===== config.mk =====
export PLATFORM = sky130hd
export DESIGN_NAME = dsc_slice_sched
export DESIGN_NICKNAME = d
export VERILOG_FILES = /design/src/rtl/dsc_pkg.sv /design/src/rtl/dsc_slice_sched.sv
export SDC_FILE = /design/constraint.sdc
export NUM_CORES = 1
export LEC_CHECK = 0
export ABC_AREA = 1
export BUFFER_PORTS_ARGS = -buffer_cell sky130_fd_sc_hd__buf_2
export CAP_MARGIN = 20
export CORE_MARGIN = 2
export CORE_UTILIZATION = 46
export CTS_CLUSTER_SIZE = 20
export DETAILED_ROUTE_END_ITERATION = 7
export PLACE_DENSITY_LB_ADDON = 0.3
export SYNTH_ARGS = -nofsm -noshare
export SYNTH_HDL_FRONTEND = slang
export SYNTH_SLANG_ARGS = --single-unit

===== constraint.sdc =====
create_clock -name clk -period 6.9 [get_ports clk]
set_clock_uncertainty 0.1 [all_clocks]
set_input_delay 1.38 -clock clk [delete_from_list [all_inputs] [get_ports clk]]
set_output_delay 1.38 -clock clk [all_outputs]
set_load 0.03 [all_outputs]

===== src/rtl/dsc_pkg.sv =====
// Shared types and constants for the DSC slice scheduler.
// The FSM state enum lives here so the scheduler and any tooling agree on it.
package dsc_pkg;

  localparam int DSC_DIM_W = 16;

  typedef enum logic [2:0] {
    IDLE  = 3'd0,
    CHK_W = 3'd1,
    CHK_H = 3'd2,
    ISSUE = 3'd3,
    DRAIN = 3'd4,
    ERR   = 3'd5
  } sched_state_t;

endpackage


===== src/rtl/dsc_slice_sched.sv =====
// DSC slice scheduler: validates the picture/slice tiling by repeated subtraction,
// then issues slice commands in raster order with a cap on outstanding slices.
module dsc_slice_sched
  import dsc_pkg::*;
#(
  parameter int DIM_W   = DSC_DIM_W,
  parameter int MAX_OUT = 2
) (
  input  logic             clk,
  input  logic             rst_n,
  input  logic             start,
  input  logic [DIM_W-1:0] pic_w,
  input  logic [DIM_W-1:0] pic_h,
  input  logic [DIM_W-1:0] slice_w,
  input  logic [DIM_W-1:0] slice_h,
  output logic             busy,
  output logic             cmd_valid,
  input  logic             cmd_ready,
  output logic [DIM_W-1:0] cmd_x,
  output logic [DIM_W-1:0] cmd_y,
  output logic [DIM_W-1:0] cmd_idx,
  output logic             cmd_last,
  input  logic             slice_done,
  output logic             frame_done,
  output logic             cfg_err
);

  localparam int CNT_W = $clog2(MAX_OUT + 1);
  localparam logic [CNT_W-1:0] MAX_CNT = CNT_W'(MAX_OUT);

  sched_state_t     state_reg, state_next;
  logic [DIM_W-1:0] pic_w_reg, pic_w_next;
  logic [DIM_W-1:0] pic_h_reg, pic_h_next;
  logic [DIM_W-1:0] slice_w_reg, slice_w_next;
  logic [DIM_W-1:0] slice_h_reg, slice_h_next;
  logic [DIM_W-1:0] rem_reg, rem_next;
  logic [DIM_W-1:0] cols_reg, cols_next;
  logic [DIM_W-1:0] rows_reg, rows_next;
  logic [DIM_W-1:0] x_reg, x_next;
  logic [DIM_W-1:0] y_reg, y_next;
  logic [DIM_W-1:0] idx_reg, idx_next;
  logic [CNT_W-1:0] out_cnt_reg, out_cnt_next;

  logic issuing;
  logic x_end;
  logic y_end;
  logic handshake;
  logic done_eff;

  assign issuing   = (state_reg == ISSUE);
  assign x_end     = ((x_reg + slice_w_reg) == pic_w_reg);
  assign y_end     = ((y_reg + slice_h_reg) == pic_h_reg);
  assign cmd_valid = issuing && (out_cnt_reg < MAX_CNT);
  assign handshake = cmd_valid && cmd_ready;
  // A completion with nothing outstanding is a stray pulse and must not underflow.
  assign done_eff  = slice_done && (out_cnt_reg != '0);

  assign busy       = (state_reg != IDLE);
  assign cfg_err    = (state_reg == ERR);
  assign frame_done = (state_reg == DRAIN) && (out_cnt_reg == '0);
  assign cmd_last   = issuing && x_end && y_end;
  assign cmd_x      = issuing ? x_reg   : '0;
  assign cmd_y      = issuing ? y_reg   : '0;
  assign cmd_idx    = issuing ? idx_reg : '0;

  always_comb begin
    state_next   = state_reg;
    pic_w_next   = pic_w_reg;
    pic_h_next   = pic_h_reg;
    slice_w_next = slice_w_reg;
    slice_h_next = slice_h_reg;
    rem_next     = rem_reg;
    cols_next    = cols_reg;
    rows_next    = rows_reg;
    x_next       = x_reg;
    y_next       = y_reg;
    idx_next     = idx_reg;
    out_cnt_next = out_cnt_reg;

    case (state_reg)
      IDLE: begin
        if (start) begin
          pic_w_next   = pic_w;
          pic_h_next   = pic_h;
          slice_w_next = slice_w;
          slice_h_next = slice_h;
          if ((pic_w == '0) || (pic_h == '0) || (slice_w == '0) || (slice_h == '0)) begin
            state_next = ERR;
          end else begin
            state_next = CHK_W;
            rem_next   = pic_w;
            cols_next  = '0;
          end
        end
      end
      // One subtraction per cycle stands in for a divider; a non-zero remainder
      // smaller than the slice means the picture does not tile exactly.
      CHK_W: begin
        if (rem_reg >= slice_w_reg) begin
          rem_next  = rem_reg - slice_w_reg;
          cols_next = cols_reg + DIM_W'(1);
          if (rem_reg == slice_w_reg) begin
            state_next = CHK_H;
            rem_next   = pic_h_reg;
            rows_next  = '0;
          end
        end else begin
          state_next = ERR;
        end
      end
      CHK_H: begin
        if (rem_reg >= slice_h_reg) begin
          rem_next  = rem_reg - slice_h_reg;
          rows_next = rows_reg + DIM_W'(1);
          if (rem_reg == slice_h_reg) begin
            state_next = ISSUE;
            x_next     = '0;
            y_next     = '0;
            idx_next   = '0;
          end
        end else begin
          state_next = ERR;
        end
      end
      ISSUE: begin
        if (handshake) begin
          idx_next = idx_reg + DIM_W'(1);
          if (x_end) begin
            x_next = '0;
            y_next = y_reg + slice_h_reg;
          end else begin
            x_next = x_reg + slice_w_reg;
          end
          if (cmd_last) begin
            state_next = DRAIN;
          end
        end
      end
      DRAIN: begin
        if (out_cnt_reg == '0) begin
          state_next = IDLE;
        end
      end
      ERR: begin
        state_next = IDLE;
      end
      default: begin
        state_next = IDLE;
      end
    endcase

    if (handshake && !done_eff) begin
      out_cnt_next = out_cnt_reg + CNT_W'(1);
    end else if (done_eff && !handshake) begin
      out_cnt_next = out_cnt_reg - CNT_W'(1);
    end
  end

  always_ff @(posedge clk or negedge rst_n) begin
    if (!rst_n) begin
      state_reg   <= IDLE;
      pic_w_reg   <= '0;
      pic_h_reg   <= '0;
      slice_w_reg <= '0;
      slice_h_reg <= '0;
      rem_reg     <= '0;
      cols_reg    <= '0;
      rows_reg    <= '0;
      x_reg       <= '0;
      y_reg       <= '0;
      idx_reg     <= '0;
      out_cnt_reg <= '0;
    end else begin
      state_reg   <= state_next;
      pic_w_reg   <= pic_w_next;
      pic_h_reg   <= pic_h_next;
      slice_w_reg <= slice_w_next;
      slice_h_reg <= slice_h_next;
      rem_reg     <= rem_next;
      cols_reg    <= cols_next;
      rows_reg    <= rows_next;
      x_reg       <= x_next;
      y_reg       <= y_next;
      idx_reg     <= idx_next;
      out_cnt_reg <= out_cnt_next;
    end
  end

endmodule


==> run metrics, run 1 <==
Arr. time, crit path between 3 and 4 ns; worst skew pair latency 0.43 ns; vias 10819; PortBufs 121; GRT Overall Usage 0.274; total grt overflow 0; final total power 6.11 mW; Static Leak 6.51 nW; synth unique cells 49; Mapped Cells 1604; final core occ 0.531; height of the die 156 um; Comb pwr share 0.622; Total Wirelength 32300 um; CP endpoint kind output port; hold buffers post-CTS 0; outcome complete, no violations; slowest stage delay, CP 0.41 ns; R2R cell count 13; io pins about 120; Setup Buffers After CTS 0; min-delay worst type reg2reg; largest net degree at the start of global routing 126; Worst Path Max Fanout 3; Critical Path Sink cmd_last; layout cells sized above 1 0.134; CTS tree yes; Via-to-Cell Ratio 5.38; flop and latch count out of synthesis between 100 and 150; Clock transition at path regs 0.06 ns; post-layout min period between 4 and 5 ns; slew margin rel. 0.371; antenna diode instance count 0; clk buf depth 2; site row count 55; Tightest Pin Transition 0.935 ns; Pins Over Slew Limit 0; Post-Syn Area ~11000 um^2; first-pass GRT wire length 52300 um; Max Cap Viol 0; Starting Density 0.469; clock sink count 133; hold path cells 1; core area about 23000 um^2; Die W 156 um; Cell Pwr Density 506 nW/um^2; warnings from Yosys 0; H-Tree Depth 4; die area 24400 um^2; CP max-delay cell dfrtp_1; post-CTS sizing 0; Routability Congestion around 0.96; number of global-route vias before repair approximately 10000; FF-to-FF setup slack between 2 and 3 ns; syn_area_per_cell 6.64 um^2; startpoint class of the critical path flop; DRT iter0 DRCs 881; TNS Setup 0 ns; Fin. Hold Viols 0; WL per Instance 16.0 um; 1st-pass router iterations 5; Sw Share 0.523; RR Endpoint y_reg[0]; clock share of power 0.144; Seq/Total Area, Yosys 0.312; # nets final 1850; Worst IR Drop VDD 174 uV; RSZ-0062 raised after global routing false; cell-internal power ~2.9 mW; part of the power in registers 0.234; remaining antenna violation count after routing 0; Max Fclk 214 MHz; most frequent CP cell nand2_1; required time worst endpoint 5.42 ns; root buffer cell clkbuf_16; syn_nets 1741; initial antenna violation count 0; final worst-path cycle share 0.677; DRC violation count after routing 0; sequence of cells on the critical path ha_1 > inv_1 > fa_1 > inv_1 > nand3_1 > nand2_1 > nand2_1 > nand2_1 > nand2_1 > nand2_1 > nor2_1 > nor2_1 > nand2_1 > nor2_1 > nand3_2 > nor2_1 > nand2_1 > inv_1 > buf_2; Post-DP HPWL 25400 um; P_sw 3.19 mW; CTS Buf Count 17; Setup CP Type reg2out; Finish-stage setup viols 0; crit path launch slice_w_reg[0]; r2r startpoint slice_h_reg[11]; area grow syn2layout 13.2%
-- how the worst min path moves through the flow --
stage / from / endpoint / slack [ns]
detailed placement: idx_reg[15] / idx_reg[15] / 0.38
finish: out_cnt_reg[0] / out_cnt_reg[0] / 0.39
floorplan: out_cnt_reg[0] / out_cnt_reg[0] / 0.35
CTS: idx_reg[15] / idx_reg[15] / 0.39
global route: idx_reg[15] / idx_reg[15] / 0.42
global placement: out_cnt_reg[0] / out_cnt_reg[0] / 0.36
-- synth_stat cells (all sizes together) --
master / instances / share of area
fa: 4 / 0.0075
a21oi: 101 / 0.048
a21o: 2 / 0.0014
a21boi: 2 / 0.0014
mux2: 3 / 0.0032
dfrtp: 133 / 0.31
a31oi: 1 / 0.00059
o211ai: 11 / 0.0082
o41ai: 2 / 0.0016
o22ai: 18 / 0.011
nand4: 23 / 0.014
nand3: 139 / 0.067
nand3b: 5 / 0.0035
o221ai: 8 / 0.0066
buf: 10 / 0.0073
nor3: 14 / 0.0092
nor2: 171 / 0.062
o21a: 3 / 0.0021
or2: 9 / 0.0055
a31o: 1 / 0.00082
a211oi: 4 / 0.0028
nor4: 10 / 0.0059
o21ai: 104 / 0.056
xnor2: 6 / 0.0049
o21bai: 6 / 0.0042
clkbuf: 24 / 0.0085
a221oi: 1 / 0.00082
nand2: 430 / 0.16
and2: 2 / 0.0012
o31ai: 2 / 0.0014
ha: 64 / 0.075
xor2: 15 / 0.012
inv: 276 / 0.097
-- power groups by stage --
| stage | clock network, mW | logic (mW) | registers, mW |
|---|---|---|---|
| floorplan | 0 | 2.97 | 1.29 |
| global placement | 0 | 3.65 | 1.43 |
| detailed placement | 0 | 3.72 | 1.43 |
| CTS | 0.885 | 3.74 | 1.42 |
| global route | 0.929 | 4.32 | 1.46 |
| finish | 0.881 | 3.80 | 1.43 |
-- layer usage --
| layer | global-route usage | vias to the layer above | wire, um |
|---|---|---|---|
| li1 | - | 5416 | - |
| met1 | 0.383 | 4992 | 14800 |
| met2 | 0.441 | 363 | 14800 |
| met3 | 0.0381 | 48 | 2020 |
| met4 | 0.0808 | 0 | 725 |
| met5 | 0 | - | 0 |
-- stage by stage --
stage	worst slack, ns	cell area [um^2]	hold WS, ns	std cells
floorplan	3.22	10700	0.346	1604
global placement	2.53	11500	0.365	1977
detailed placement	2.36	11500	0.380	1977
CTS	2.16	12000	0.394	2009
global route	1.96	12100	0.416	2011
finish	2.23	12100	0.386	2011
-- cell families after synthesis --
logic type | count (synthesis) | share of synthesized area
compound gates | 266 | 0.146
xor+xnor | 21 | 0.0173
fa+ha+maj | 68 | 0.0827
buf+inv | 310 | 0.113
flops | 133 | 0.312
mux | 3 | 0.00317
simple gates | 803 | 0.325
-- layout make-up --
cell class,count,area [um^2]
clock buffer,17,425
clock inverter,15,133
fill,2301,10700
inverter,276,1040
multi-input combinational,1161,6130
sequential,133,3330
tap,285,357
timing repair buffer,124,651
-- cells in the final DEF (no fill, tap or decap), types with 3 or more instances in the layout --
cell        instances
nor2_2              7
nand3b_1            5
a211oi_1            4
nand2_2            21
nor3_1             11
o21ai_2            17
o22ai_1            18
o221ai_1            8
inv_2               5
inv_1             271
o211ai_1           10
mux2_2              3
clkinvlp_4          3
fa_1                4
nand3_2             3
nor4_1             10
o21ai_0            85
nand3_1           136
buf_2             120
nor2_1            163
clkinv_4            3
o21a_1              3
clkinv_2            5
or2_2               8
ha_1               64
nand4_1            23
a21oi_1           100
clkbuf_16          17
nand2_1           407
xor2_1             15
dfrtp_1           133
o21bai_1            6
xnor2_1             6
-- worst max-delay path: cells and delay by family, from the launching register on --
family | cells | cell delay [ns]
AND/OR/NAND/NOR | 13 | 1.30
adder cells (fa/ha/maj) | 2 | 0.59
buffers and inverters | 4 | 0.48
flip-flops | 1 | 0.41
Power figures use the tool's default switching activity.
==> run 2, diff against run 1 <==
--- a/config.mk
+++ b/config.mk
@@ -5,7 +5,7 @@
 export SDC_FILE = /design/constraint.sdc
 export NUM_CORES = 1
 export LEC_CHECK = 0
-export ABC_AREA = 1
+export ABC_AREA = 0
 export BUFFER_PORTS_ARGS = -buffer_cell sky130_fd_sc_hd__buf_2
 export CAP_MARGIN = 20
 export CORE_MARGIN = 2
==> constraint.sdc (replaced) <==
create_clock -name clk -period 4.2 [get_ports clk]
set_clock_uncertainty 0.1 [all_clocks]
set_input_delay 0.84 -clock clk [delete_from_list [all_inputs] [get_ports clk]]
set_output_delay 0.84 -clock clk [all_outputs]
set_load 0.03 [all_outputs]
==> run 2 against run 1 <==
Against the previous run:
- the flow now finishes with violations (negative setup slack)
- design area rose by 1.9%
- total power rose by 86%
- clock-buffer cell count rose by 3
- area after synthesis fell by 3.3%
- worst hold slack improved by 0.018 ns
- utilization rose by 3.0 points
- largest cell class unchanged
- largest power group unchanged
==> run metrics, run 2 <==
Die W 154 um (-1.6%); most frequent cells in the layout 133 x dfrtp_1, 119 x buf_2, 104 x nand2_1; hold slack 0.405 ns (+0.0183 ns); Starting Density 0.470 (+0.00141); hold buffers post-CTS 0 (unchanged); remaining antenna violation count after routing 0 (unchanged); syn_nets 1315 (-24%); Pins Over Slew Limit 0 (unchanged); Post-DP HPWL 24600 um (-3.2%); # nets final 1473 (-20%); RSZ-0062 raised after global routing true; post-layout min period approximately 4.8 ns; io pins 122 (unchanged); Worst path top cell family by delay compound AO/OA/AOI/OAI gates; area leader, netlist dfrtp_1; TNS Setup -0.573 ns (-0.573 ns); Max Cap Viol 0 (unchanged); GRT Overall Usage 0.273 (-0.000914); DRT iter0 DRCs 713 (-19%); Worst Path Max Fanout 6 (+3); final core occ 0.561 (+0.0304); Setup Slack @ Placement -0.341 ns (-2.70 ns); flop and latch count out of synthesis 133 (unchanged); Clock transition at path regs 0.06 ns (about the same); clk buf depth 2 (unchanged); final worst-path cycle share 1.14; DRC violation count after routing 0 (unchanged); height of the die 154 um (-1.6%); most numerous cell in the Yosys netlist dfrtp_1; Total Wirelength 32500 um (+0.69%); area grow syn2layout 19.3%; Arr. time, crit path 3.83 ns (+0.64 ns); CTS Buf Count 17 (unchanged); Setup CP Type reg2out; failing checks negative setup slack; slew margin rel. 0.327 (-0.0436); synth unique cells 86 (+76%); filler cell count 2056 (-11%); CP Buf/Inv Count 4 (unchanged); Worst IR Drop VDD 492 uV (+180%); die area 23600 um^2 (-3.2%); post-route cell area 12300 um^2 (+1.9%); Yosys top cell area share 0.323 (+0.0107); Fin. Hold Viols 0 (unchanged); ys flop type dfrtp_1; Mapped Cells 1178 (-27%); H-Tree Depth 4 (unchanged); CP max-delay cell a2111o_1; startpoint class of the critical path flop; first-pass GRT wire length 50600 um (-3.2%); Cell Pwr Density 924 nW/um^2 (+83%); Seq/Total Area, Yosys 0.323 (+0.0107); slowest stage delay, CP 0.49 ns (+0.08 ns); final total power 11.4 mW (+86%); CP endpoint kind output port; final setup margin -0.573 ns (-2.80 ns); WL per Instance 20.0 um (+24%); worst skew pair latency 0.43 ns (about the same); site row count 54 (-1.8%); Via-to-Cell Ratio 5.96 (+11%); PortBufs 121 (unchanged); layout cells sized above 1 0.221 (+0.0874); CTS tree yes; vias 9704 (-10%); number of global-route vias before repair 9280 (-8.1%); initial antenna violation count 0 (unchanged); outcome complete, but fails checks; Post-Syn Area 10300 um^2 (-3.3%); root buffer cell clkbuf_16; syn_area_per_cell 8.74 um^2 (+32%); largest net degree at the start of global routing 96 (-24%); 1st-pass router iterations 6 (+1); most common cell after layout, fill and taps aside dfrtp_1; Finish-stage setup viols 1 (+1); storage element area 3330 um^2 (unchanged); Area contributors post-synth dfrtp_1 32%, ha_1 7.8%, o21ai_0 4.7%; Non-Filler Instances 1627 (-19%); warnings from Yosys 0 (unchanged); required time worst endpoint 3.26 ns (-2.16 ns); antenna diode instance count 0 (unchanged); total grt overflow 0 (unchanged); most frequent cells after synthesis 133 x dfrtp_1, 104 x nand2_1, 97 x o21ai_0; most frequent CP cell buf_4; min-delay worst type reg2reg; core area 21900 um^2 (-3.6%); share of flip-flops with an asynchronous set or reset 1.00 (unchanged); Routability Congestion 0.988 (+2.8%); Static Leak 5.77 nW (-11%); Post-DP Area 11600 um^2 (+1.1%); number of synthesized flops with an enable pin 0 (unchanged); clock sink count 133 (unchanged); Max Fclk 210 MHz; Multi-input gate area 6630 um^2 (+8.2%); placed cells 1592 (-19%); Tightest Pin Transition 1.01 ns (+0.0741 ns); sequence of cells on the critical path ha_1 > buf_4 > o21ai_0 > a21oi_4 > buf_4 > o31a_1 > buf_4 > o31ai_1 > nand2b_1 > nor2_1 > nand3_1 > a2111o_1 > nor4_4 > buf_4
==> run 2: cell types whose count changed in the layout (fill, tap and decap cells not counted), moves of 17 or more <==
cell / previous run / this run
a21oi_1: 100 / 55
mux2_2: 3 / 35
nand3_1: 136 / 26
and2_1: 2 / 54
nand2_2: 21 / 1
inv_1: 271 / 56
nand2_1: 407 / 104
a21o_1: 2 / 28
buf_4: 1 / 77
xnor2_1: 6 / 46
xor2_1: 15 / 32
nor2_1: 163 / 74
==> run 2: layout make-up <==
| class | instances | area share |
|---|---|---|
| Clock buffer | 20 | 0.0363 |
| Clock inverter | 10 | 0.00886 |
| Inverter | 58 | 0.0177 |
| Multi-Input combinational cell | 928 | 0.540 |
| Sequential cell | 133 | 0.271 |
| Tap cell | 280 | 0.0285 |
| Timing Repair Buffer | 198 | 0.0980 |
==> run 2: final timing paths <==
check,startpoint,end,slack [ns],cells past startpoint
min reg2reg,idx_reg[10],idx_reg[10],0.40,1
max reg2reg,slice_w_reg[3],x_reg[0],0.27,13
min in group asynchronous,rst_n,slice_h_reg[6],0.42,1
max,slice_w_reg[3],cmd_last,-0.57,14
max in group asynchronous,rst_n,idx_reg[13],2.80,2
min,idx_reg[10],idx_reg[10],0.40,1
==> run 2: logic make-up (layout without fill, tap and decap cells) <==
| family | Yosys count | after routing | synth area share |
|---|---|---|---|
| fa+ha+maj | 68 | 68 | 0.0855 |
| compound gates | 338 | 338 | 0.221 |
| simple gates | 393 | 393 | 0.199 |
| mux | 43 | 43 | 0.0460 |
| flops | 133 | 133 | 0.323 |
| xor+xnor | 86 | 86 | 0.0799 |
| buf+inv | 117 | 286 | 0.0452 |
==> run 2: power breakdown <==
group          switching, mW  total, mW  leakage, nW  internal (mW)
clock network          0.580       1.46        0.271          0.877
logic                   4.14       7.55         3.84           3.41
registers              0.560       2.36         1.66           1.80
total                   5.28       11.4         5.77           6.08
==> run 2: metal layers <==
metal / global-route usage / part of all wire
met1: 0.379 / 0.45
met2: 0.433 / 0.46
met5: 0 / 0
met4: 0.0970 / 0.031
met3: 0.0426 / 0.064
==> run 2: worst reg2reg max path, cell delays in order (launching register included) <==
cell and delay [ns]:
dfrtp_1 0.38, ha_1 0.31, buf_4 0.15, o21ai_0 0.29, a21oi_4 0.09, o41a_1 0.37
buf_4 0.16, o31a_1 0.26, xnor3_1 0.23, buf_4 0.11, nor4bb_1 0.39, nand4_2 0.35
nand2_2 0.43, o21ai_0 0.17
==> run 2: what timing repair did <==
action / in CTS / in global routing
pin swaps: 13 / 9
buffers inserted: 3 / 2
gates cloned: 0 / 0
resized for setup: 8 / 10
endpoints found under the setup margin: 1 / 2
==> run 3, diff against run 2 <==
--- a/config.mk
+++ b/config.mk
@@ -6,10 +6,12 @@
 export NUM_CORES = 1
 export LEC_CHECK = 0
 export ABC_AREA = 0
-export BUFFER_PORTS_ARGS = -buffer_cell sky130_fd_sc_hd__buf_2
+export BUFFER_PORTS_ARGS = -buffer_cell sky130_fd_sc_hd__clkbuf_2
 export CAP_MARGIN = 20
+export CELL_PAD_IN_SITES_DETAIL_PLACEMENT = 2
+export CELL_PAD_IN_SITES_GLOBAL_PLACEMENT = 2
 export CORE_MARGIN = 2
-export CORE_UTILIZATION = 46
+export CORE_UTILIZATION = 33
 export CTS_CLUSTER_SIZE = 20
 export DETAILED_ROUTE_END_ITERATION = 7
 export PLACE_DENSITY_LB_ADDON = 0.3
==> run 3 against run 2 <==
Against the previous run:
- the run still ends with negative setup slack left
- non-clock buffer count up 18
- fmax down 6.2%
- clock power up 16%
- worst hold slack worse by 0.055 ns
- clock-buffer cell count up 4
- total power up 12%
- critical path depth down 3
- first-iteration DRC count down 7.4%
- register-to-register slack worse by 0.15 ns
- sequential share of layout area down 0.89 points
- cell count up 8.5%
- routed wire length up 37%
- critical endpoint unchanged
==> run metrics, run 3 (same netlist as run 2, synthesis figures left out) <==
final setup margin -0.890 ns (-0.317 ns); Worst IR Drop VDD 407 uV (-17%); root buffer cell clkbuf_16; top sig layer met4; Post-Route M1 WL 19100 um (+32%); Die W 181 um (+18%); hold buffers post-CTS 0 (unchanged); Pins Over Slew Limit 0 (unchanged); PortBufs 121 (unchanged); WL per Instance 25.3 um (+27%); Starting Density 0.336 (-0.135); Met3 Wirelength 2140 um (+2.2%); most common cell after layout, fill and taps aside dfrtp_1; Static Leak 5.87 nW (+1.7%); Via-to-Cell Ratio 5.80 (-2.8%); remaining antenna violation count after routing 0 (unchanged); Clock transition at path regs 0.07 ns (about the same); Max Cap Viol 0 (unchanged); Total Wirelength 44600 um (+37%); final core occ 0.414 (-0.147); 1st-pass router iterations 5 (-1); most frequent cells in the layout 133 x dfrtp_1, 119 x clkbuf_2, 104 x nand2_1; final total power 12.7 mW (+12%); Max Fclk 196 MHz (-6.2%); CTS tree yes; die area 32600 um^2 (+38%); core area 30700 um^2 (+40%); post-layout min period 5.09 ns (+0.317 ns); filler cell count 3437 (+67%); clk buf depth 2 (unchanged); # nets final 1491 (+1.2%); Setup Slack @ Placement -0.398 ns (-0.0570 ns); largest net degree at the start of global routing 83 (-14%); area grow syn2layout 23.4%; slew margin rel. 0.427 (+0.0995); Worst Path Max Fanout 4 (-2); Multi-input gate area 6660 um^2 (+0.41%); sequence of cells on the critical path ha_1 > o21ai_0 > o211ai_1 > a31oi_2 > or4b_1 > nand3b_1 > xnor2_2 > nand3_1 > a2111o_1 > nor4_4 > clkbuf_8; total grt overflow 0 (unchanged); DRT iter0 DRCs 660 (-7.4%); Finish-stage setup viols 1 (unchanged); H-Tree Depth 4 (unchanged); required time worst endpoint 3.26 ns (about the same); Cell Pwr Density 999 nW/um^2 (+8.0%); worst skew pair latency 0.46 ns (+0.03 ns); Tightest Pin Transition 0.860 ns (-0.149 ns); Routability Congestion 0.875 (-12%); height of the die 181 um (+18%); Setup CP Type reg2out; outcome complete, but fails checks; layout cells sized above 1 0.235 (+0.0136); failing checks negative setup slack; CP endpoint kind output port; Post-DP Area 11900 um^2 (+2.4%); hold slack 0.350 ns (-0.0546 ns); Post-DP HPWL 32100 um (+30%); metal2 WL 21700 um (+46%); storage element area 3330 um^2 (unchanged); RSZ-0062 raised after global routing true; site row count 64 (+19%); vias 10237 (+5.5%); number of global-route vias before repair 11206 (+21%); first-pass GRT wire length 67200 um (+33%); clock sink count 133 (unchanged); final worst-path cycle share 1.21 (+0.0755); Fin. Hold Viols 0 (unchanged); CTS Buf Count 17 (unchanged); GRT Overall Usage 0.267 (-0.00526); startpoint class of the critical path flop; initial antenna violation count 3 (+3); CP max-delay cell a2111o_1; min-delay worst type in2async; post-route cell area 12700 um^2 (+3.4%); io pins 122 (unchanged); Arr. time, crit path 4.15 ns (+0.32 ns); slowest stage delay, CP 0.52 ns (+0.03 ns); DRC violation count after routing 0 (unchanged)
run 3: cell type report:
| type | instances | share of cell area |
|---|---|---|
| antenna | 2 | 0.000394 |
| clock buffer | 24 | 0.0387 |
| clock inverter | 8 | 0.0114 |
| inverter | 58 | 0.0171 |
| multi-input combinational | 928 | 0.524 |
| sequential | 133 | 0.262 |
| tap | 396 | 0.0390 |
| timing repair buffer | 216 | 0.107 |
run 3: final timing paths:
check | from | to | slack (ns) | cells past startpoint
max in group asynchronous | rst_n | state_reg[0] | 2.85 | 2
hold / removal | rst_n | y_reg[0] | 0.35 | 1
min in group clk | idx_reg[14] | idx_reg[14] | 0.40 | 1
hold reg to reg | idx_reg[14] | idx_reg[14] | 0.40 | 1
setup / recovery | slice_w_reg[3] | cmd_last | -0.89 | 11
setup reg to reg | slice_w_reg[1] | y_reg[0] | 0.12 | 15
run 3: metal layers:
layer,vias up,track usage
met3,94,0.0435
met5,-,0
met2,276,0.449
met1,5217,0.341
met4,0,0.111
li1,4650,-
run 3: what timing repair did:
item	CTS	global route
buffers inserted	4	2
resized for setup	16	9
endpoints found under the setup margin	16	19
hold endpoints to repair	0	0
cloned	0	0
pin swaps	11	4
run 3: metrics by stage:
step	TNS, ns	instances
2_1_floorplan	0	1178
3_3_place_gp	-0.390	1724
3_5_place_dp	-0.398	1724
4_1_cts	-0.675	1760
5_1_grt	-1.36	1763
6_report	-0.890	1765
run 3: critical path, delay by kind of cell, from the launching register on:
kind | cells | cell delay [ns]
compound gates | 4 | 1.36
buf+inv | 1 | 0.23
flops | 1 | 0.41
fa+ha+maj | 1 | 0.36
simple gates | 4 | 1.15
xor+xnor | 1 | 0.19
run 3: power by group:
group,internal (mW),switching [mW]
Sequential,1.80,0.610
Clock,1.06,0.648
Combinational,3.66,4.92
